File: src/rtl/batch_filter_array.sv
// batch_filter_array
// N-channel control-bounded filter core. Each control bit drives its own
// complex one-pole recursion w = F*w +/- L (fixed point, saturating); the
// real parts of all channels are summed, saturated and decimated into a
// single output stream with a sticky overflow flag.
//
// Pipeline: stage 1 updates the channel state on the accepting edge, stage 2
// registers the saturated sum of that updated state on the following edge.

module batch_filter_array #(
    parameter int                 N     = 3,
    parameter int                 width = 32,
    parameter int                 frac  = 16,
    parameter int                 decim = 1,
    parameter logic [N*width-1:0] FR    = {N{32'h0000_8000}},
    parameter logic [N*width-1:0] FI    = {N{32'h0000_0000}},
    parameter logic [N*width-1:0] LR    = {N{32'h0001_0000}},
    parameter logic [N*width-1:0] LI    = {N{32'h0000_0000}}
) (
    input  logic             clk,
    input  logic             rst,
    input  logic             clear,
    input  logic [N-1:0]     in,
    input  logic             in_valid,
    output logic [width-1:0] out,
    output logic             out_valid,
    output logic             ovf
);

    // One full width x width product.
    localparam int PROD_W = 2 * width;
    // Complex product difference/sum (2*width+1) plus headroom for the +/-L add.
    localparam int ACC_W  = 2 * width + 2;
    // Channel sum before saturation.
    localparam int SUM_W  = width + $clog2(N);
    // Decimation counter covers decim up to 65535.
    localparam int CNT_W  = 16;
    localparam logic [CNT_W-1:0] CNT_LAST = CNT_W'(decim - 1);

    localparam logic [width-1:0] SAT_MAX = {1'b0, {(width-1){1'b1}}};
    localparam logic [width-1:0] SAT_MIN = {1'b1, {(width-1){1'b0}}};

    // ------------------------------------------------------------------
    // Fixed-point helpers
    // ------------------------------------------------------------------
    function automatic logic signed [PROD_W-1:0] ext_prod(input logic [width-1:0] v);
        return PROD_W'(signed'(v));
    endfunction

    function automatic logic signed [ACC_W-1:0] ext_acc(input logic [width-1:0] v);
        return ACC_W'(signed'(v));
    endfunction

    function automatic logic signed [ACC_W-1:0] prod_to_acc(input logic [PROD_W-1:0] v);
        return ACC_W'(signed'(v));
    endfunction

    function automatic logic signed [SUM_W-1:0] ext_sum(input logic [width-1:0] v);
        return SUM_W'(signed'(v));
    endfunction

    // A value fits in width bits when every bit above the target sign bit
    // equals that sign bit.
    function automatic logic fits_acc(input logic [ACC_W-1:0] v);
        logic [ACC_W-width:0] top;
        top = v[ACC_W-1:width-1];
        return (&top) | ~(|top);
    endfunction

    function automatic logic [width-1:0] sat_acc(input logic [ACC_W-1:0] v);
        if (fits_acc(v)) begin
            return v[width-1:0];
        end
        return v[ACC_W-1] ? SAT_MIN : SAT_MAX;
    endfunction

    function automatic logic fits_sum(input logic [SUM_W-1:0] v);
        logic [SUM_W-width:0] top;
        top = v[SUM_W-1:width-1];
        return (&top) | ~(|top);
    endfunction

    function automatic logic [width-1:0] sat_sum(input logic [SUM_W-1:0] v);
        if (fits_sum(v)) begin
            return v[width-1:0];
        end
        return v[SUM_W-1] ? SAT_MIN : SAT_MAX;
    endfunction

    // ------------------------------------------------------------------
    // Storage
    // ------------------------------------------------------------------
    logic [width-1:0] wr_q [N];
    logic [width-1:0] wi_q [N];
    logic [width-1:0] wr_d [N];
    logic [width-1:0] wi_d [N];

    logic [CNT_W-1:0] cnt_q,       cnt_d;
    logic             emit_q,      emit_d;       // stage-2 result in flight
    logic [width-1:0] out_q,       out_d;
    logic             out_valid_q, out_valid_d;
    logic             ovf_q,       ovf_d;

    logic             accept;
    logic [N-1:0]     clip_s1;
    logic [SUM_W-1:0] sum_full;
    logic [width-1:0] sum_sat;
    logic             clip_s2;

    // clear wins over in_valid: a sample presented together with clear is dropped.
    assign accept = in_valid & ~clear;

    // Stage 1: next complex state of every channel and its clip flags.
    always_comb begin
        logic signed [PROD_W-1:0] p_rr, p_ii, p_ri, p_ir;
        logic signed [ACC_W-1:0]  acc_r, acc_i;
        logic signed [ACC_W-1:0]  l_r, l_i;
        // NOTE: every variable written here gets a default before any branch, so no latch can be inferred.
        p_rr    = '0;
        p_ii    = '0;
        p_ri    = '0;
        p_ir    = '0;
        acc_r   = '0;
        acc_i   = '0;
        l_r     = '0;
        l_i     = '0;
        clip_s1 = '0;
        for (int c = 0; c < N; c++) begin
            wr_d[c] = wr_q[c];
            wi_d[c] = wi_q[c];
        end

        for (int c = 0; c < N; c++) begin
            p_rr  = ext_prod(wr_q[c]) * ext_prod(FR[c*width +: width]);
            p_ii  = ext_prod(wi_q[c]) * ext_prod(FI[c*width +: width]);
            p_ri  = ext_prod(wr_q[c]) * ext_prod(FI[c*width +: width]);
            p_ir  = ext_prod(wi_q[c]) * ext_prod(FR[c*width +: width]);

            // Arithmetic shift of the signed product sum: rounds toward -inf.
            acc_r = (prod_to_acc(p_rr) - prod_to_acc(p_ii)) >>> frac;
            acc_i = (prod_to_acc(p_ri) + prod_to_acc(p_ir)) >>> frac;

            l_r   = ext_acc(LR[c*width +: width]);
            l_i   = ext_acc(LI[c*width +: width]);
            acc_r = in[c] ? acc_r + l_r : acc_r - l_r;
            acc_i = in[c] ? acc_i + l_i : acc_i - l_i;

            clip_s1[c] = ~fits_acc(acc_r) | ~fits_acc(acc_i);

            if (clear) begin
                wr_d[c] = '0;
                wi_d[c] = '0;
            end else if (accept) begin
                wr_d[c] = sat_acc(acc_r);
                wi_d[c] = sat_acc(acc_i);
            end
        end
    end

    // Stage 2: saturated sum of the channel real parts held in state.
    always_comb begin
        sum_full = '0;
        for (int c = 0; c < N; c++) begin
            sum_full = sum_full + ext_sum(wr_q[c]);
        end
        sum_sat = sat_sum(sum_full);
        clip_s2 = ~fits_sum(sum_full);
    end

    // Decimation, output register and sticky overflow next-state.
    always_comb begin
        cnt_d       = cnt_q;
        emit_d      = 1'b0;
        out_d       = out_q;
        out_valid_d = 1'b0;
        ovf_d       = ovf_q;

        if (clear) begin
            cnt_d = '0;
            out_d = '0;
            ovf_d = 1'b0;
        end else begin
            if (accept) begin
                emit_d = (cnt_q == CNT_LAST);
                cnt_d  = emit_d ? '0 : cnt_q + CNT_W'(1);
                if (|clip_s1) begin
                    ovf_d = 1'b1;
                end
            end
            // The stage-1 state registered on the previous edge is summed now.
            if (emit_q) begin
                out_d       = sum_sat;
                out_valid_d = 1'b1;
                if (clip_s2) begin
                    ovf_d = 1'b1;
                end
            end
        end
    end

    // Channel state registers.
    always_ff @(posedge clk or posedge rst) begin
        if (rst) begin
            // NOTE: the channel state array is reset as well: a zero recursion state after reset is part of the block's behaviour.
            for (int c = 0; c < N; c++) begin
                wr_q[c] <= '0;
                wi_q[c] <= '0;
            end
        end else begin
            for (int c = 0; c < N; c++) begin
                wr_q[c] <= wr_d[c];
                wi_q[c] <= wi_d[c];
            end
        end
    end

    // Control and output registers.
    always_ff @(posedge clk or posedge rst) begin
        // NOTE: non-blocking assignments so every flop samples pre-edge values regardless of statement order.
        if (rst) begin
            cnt_q       <= '0;
            emit_q      <= 1'b0;
            out_q       <= '0;
            out_valid_q <= 1'b0;
            ovf_q       <= 1'b0;
        end else begin
            cnt_q       <= cnt_d;
            emit_q      <= emit_d;
            out_q       <= out_d;
            out_valid_q <= out_valid_d;
            ovf_q       <= ovf_d;
        end
    end

    assign out       = out_q;
    assign out_valid = out_valid_q;
    assign ovf       = ovf_q;

endmodule

File: config.mk
export PLATFORM = sky130hd
export DESIGN_NAME = batch_filter_array
export DESIGN_NICKNAME = d
export VERILOG_FILES = /design/src/rtl/batch_filter_array.sv
export SDC_FILE = /design/constraint.sdc
export NUM_CORES = 1
export LEC_CHECK = 0
export ABC_AREA = 1
export CAP_MARGIN = 10
export CORE_UTILIZATION = 45
export CTS_CLUSTER_DIAMETER = 100
export CTS_CLUSTER_SIZE = 14
export DETAILED_ROUTE_END_ITERATION = 10
export GPL_ROUTABILITY_DRIVEN = 0
export GPL_TIMING_DRIVEN = 1
export PLACE_DENSITY_LB_ADDON = 0.15
export SLEW_MARGIN = 20
export SYNTH_ARGS = -nofsm -noshare
export SYNTH_HDL_FRONTEND = slang
export SYNTH_SLANG_ARGS = --single-unit
File: constraint.sdc
create_clock -name clk -period 10.62 [get_ports clk]
set_input_delay 2.655 -clock clk [delete_from_list [all_inputs] [get_ports clk]]
set_output_delay 2.655 -clock clk [all_outputs]
set_load 0.02 [all_outputs]
==> flow_metrics.py <==
metrics = {
    "global_route": {
        "vias_in_the_first_global_route": 8646,
        "grt_max_degree": 84,
        "grt.overflow.total": 0,
        "global_route.usage.total": 0.217,
        "grt_pass1_wl_um": 41900,
        "antenna_found_initial": 0,
    },
    "layout": {
        "areaGrowthSynthToFinish_pct": 11.7,
        "post_route_cells_drive_above_1_share": 0.0552,
        "final_net_count": 1555,
        "layoutNonFillerInstCount": 1761,
        "antenna-diode-count": 0,
    },
    "clock_network": {
        "cts_sinks": 147,
        "cts.path.max_buffers": 2,
        "post_cts_resize_count": 0,
        "clkTransAtPathRegs_ns": 0.07,
        "tritoncts": "built",
        "post_cts_buffers": 0,
        "h-tree-depth": 4,
        "clock_latency_ns": 0.43,
        "number_of_buffers_created_by_cts": 17,
        "cts_hold_buffers": 0,
        "clockRootBuffer": "sky130_fd_sc_hd__clkbuf_16",
    },
    "sta": {
        "achievable-frequency_mhz": 199,
        "setup_viol_count_final": 0,
        "post-route-period-util": 0.473,
        "timing.final.crit_period_ns": 5.02,
        "finClkSkew_ns": 0.0114,
        "fin_setup_tns_ns": 0,
        "max_slew_margin": 0.442,
        "timing.final.hold_violations": 0,
        "rsz_0062_raised_after_global_routing": "false",
        "transition_time_of_the_tightest_slew_check_pin_ns": 0.837,
        "final_max_slew_viol_count": 0,
    },
    "drt": {
        "average_vias_per_placed_instance": 5.08,
        "via_count": 8953,
        "drc": 0,
        "avgRoutedWirePerCell_um": 13.9,
        "finalWirelength_um": 24600,
        "detail_route.first_pass.iterations": 6,
        "initial_detailed_routing_violation_count": 496,
        "route.antenna.remaining_nets": 0,
    },
    "floorplan": {
        "die_w_um": 156,
        "die_area_um2": 24200,
        "initial_core_utilization": 0.464,
        "core-area_um2": 22900,
        "die-height_um": 156,
        "std_cell_rows": 55,
        "floorplan.io_pins": 41,
    },
    "hold_path": {
        "min_delay_worst_endpoint": "out[3]$_DFFE_PP0P_",
        "hold_path.class": "reg2reg",
        "hold_path_startpoint": "out[3]$_DFFE_PP0P_",
        "timing.hold.worst_path_depth": 2,
    },
    "critical_path": {
        "worstPathMaxFanout": 14,
        "critical-path-slowest-cell": "sky130_fd_sc_hd__clkdlybuf4s50_1",
        "critical_path.most_common_cell": "sky130_fd_sc_hd__inv_1",
        "crit_family": "buffers and inverters",
        "max_stage_delay_ns": 0.56,
        "worst_r2r_startpoint": "wr_q[33]$_DFFE_PP0P_",
        "cp_cell_sequence": "clkdlybuf4s50_1 > inv_1 > ha_1 > nand3_1 > nand2_1 > inv_1 > o21ai_0 > inv_1 > o21ai_0 > a21oi_1 > or2_2 > nand3_1 > nand2_1",
        "worstPathBufferInverterCount": 4,
        "crit_path_start_kind": "input port",
        "critical_path_required_ns": 10.94,
        "worst_setup_path_end_kind": "flip-flop",
        "timing.reg2reg.worst_path_depth": 23,
        "worst_setup_path_class": "in2reg",
        "rrSetupSlack_ns": 6.72,
        "cp_data_arrival_time_ns": 5.34,
        "critical_path.reg2reg.endpoint": "out[2]$_DFFE_PP0P_",
    },
    "pwr": {
        "power.leakage_nw": 6.23,
        "max-vdd-ir-drop_v": 0.000104,
        "power.density_cell_area_nw_per_um2": 169,
    },
    "synthesis": {
        "ys_seq_elements": 147,
        "synth_nets": 1525,
        "yosysSeqAreaShare": 0.346,
        "syn-cell-area_um2": 10600,
        "synth_warnings": 0,
        "post_synthesis_cells": 1406,
        "yosysUniqueCellTypes": 39,
        "postSynthAreaPerCell_um2": 7.56,
    },
    "status": {
        "outcome": "finished, final reports clean",
    },
    "run": {
        "drv.max_cap_violation_count": 0,
    },
    "placed_design": {
        "dp_cells": 1730,
        "io_buffer_count": 40,
        "post-dp-hpwl_um": 18300,
    },
}
## state kept, by name, indices dropped and copies added (netlist names)
register and count:
out 32, emit_q 1, wr_q 96, cnt_q 16, ovf 1, out_valid 1
## logic make-up after synthesis
group,Yosys count,share of synthesized area
flip-flops,147,0.346
XOR/XNOR,29,0.0239
adder cells (fa/ha/maj),112,0.157
AND/OR/NAND/NOR,619,0.246
buffers and inverters,250,0.0945
AO/OA/AOI/OAI,249,0.132
## power by group
group	internal, mW	switching (mW)	leakage (nW)
Combinational	0.274	0.459	3.94
Sequential	0.614	0.0532	2.00
Clock	0.355	0.252	0.290
Total	1.24	0.765	6.23
## layout make-up
type / count / area (um^2)
clock inverters: 13 / 146
repair buffers: 44 / 430
clock buffers: 18 / 439
well taps: 313 / 392
fillers: 2241 / 11100
flip-flops and latches: 147 / 3680
inverters: 217 / 820
multi-input cells: 1009 / 5960
## tightest hold or removal path, cell delays in order, from the launching register on
cell                      delay [ns]
sky130_fd_sc_hd__dfrtp_1        0.34
sky130_fd_sc_hd__nand2_1        0.05
sky130_fd_sc_hd__nand2_1        0.05
## stage by stage
stage	cell area [um^2]	hold slack [ns]	utilization	power (mW)	setup slack, ns
after floorplan	10600	0.473	-	1.25	4.01
after global placement	11300	0.461	0.492	1.40	5.25
after detailed placement	11300	0.464	0.492	1.41	5.15
after CTS	11900	0.481	0.518	2.02	5.61
after global routing	11900	0.495	0.518	2.15	5.30
final	11900	0.475	0.518	2.01	5.60
## worst max-delay path by stage
stage               cells after the start                    to  startpoint  slack (ns)
floorplan                               1  cnt_q[0]$_DFFE_PP0P_         rst        4.01
global placement                       13  wr_q[58]$_DFFE_PP0P_       in[1]        5.25
detailed placement                      6  wr_q[38]$_DFFE_PP0P_       clear        5.15
CTS                                     6  wr_q[38]$_DFFE_PP0P_       clear        5.61
global route                           13  wr_q[58]$_DFFE_PP0P_       in[1]        5.30
finish                                 13  wr_q[90]$_DFFE_PP0P_       in[0]        5.60
## routing by layer
layer	track usage	up-vias	routed length, um
met2	0.332	150	10500
met5	0	-	0
met4	0.0626	0	366
li1	-	4634	-
met1	0.318	4137	12800
met3	0.0297	32	872
## cell usage in the layout, fill, tap and decap left out, types with 3 or more instances in the layout
cell type                           n
sky130_fd_sc_hd__a21o_1             7
sky130_fd_sc_hd__a21oi_1           78
sky130_fd_sc_hd__a31oi_1            5
sky130_fd_sc_hd__and3_1             3
sky130_fd_sc_hd__buf_4              4
sky130_fd_sc_hd__clkbuf_16         17
sky130_fd_sc_hd__clkdlybuf4s50_1   40
sky130_fd_sc_hd__clkinv_2           3
sky130_fd_sc_hd__dfrtp_1          147
sky130_fd_sc_hd__fa_1              36
sky130_fd_sc_hd__ha_1              76
sky130_fd_sc_hd__inv_1            212
sky130_fd_sc_hd__inv_2              3
sky130_fd_sc_hd__inv_6              6
sky130_fd_sc_hd__nand2_1          402
sky130_fd_sc_hd__nand2_2           18
sky130_fd_sc_hd__nand3_1           76
sky130_fd_sc_hd__nand3_2           10
sky130_fd_sc_hd__nand3b_1           3
sky130_fd_sc_hd__nand4_1           10
sky130_fd_sc_hd__nor2_1            74
sky130_fd_sc_hd__nor3_1             8
sky130_fd_sc_hd__o21ai_0           80
sky130_fd_sc_hd__o21bai_1           7
sky130_fd_sc_hd__o22ai_1           59
sky130_fd_sc_hd__o31ai_1            5
sky130_fd_sc_hd__or2_2              8
sky130_fd_sc_hd__xnor2_1           13
sky130_fd_sc_hd__xor2_1            16
## synth_stat cells, drive strengths merged
cell	count	area, um^2
o21bai	7	52.6
ha	76	951
xnor2	13	114
dfrtp	147	3680
nor4	2	12.5
buf	11	106
o22ai	59	369
o31ai	5	37.5
and2	2	12.5
and3	3	18.8
a21oi	78	390
o311ai	1	8.76
a211oi	2	15.0
a31o	2	17.5
clkbuf	22	82.6
o2111ai	1	8.76
o221ai	1	8.76
nand2	420	1620
xor2	16	140
o32ai	1	8.76
nand3	86	480
o21ai	80	400
a31oi	5	31.3
or2	8	50.1
nor2	76	285
inv	217	815
nand4	10	62.6
nor3	9	50.1
a21o	7	52.6
fa	36	721
nand3b	3	22.5
(Power assumes the default switching activity.)
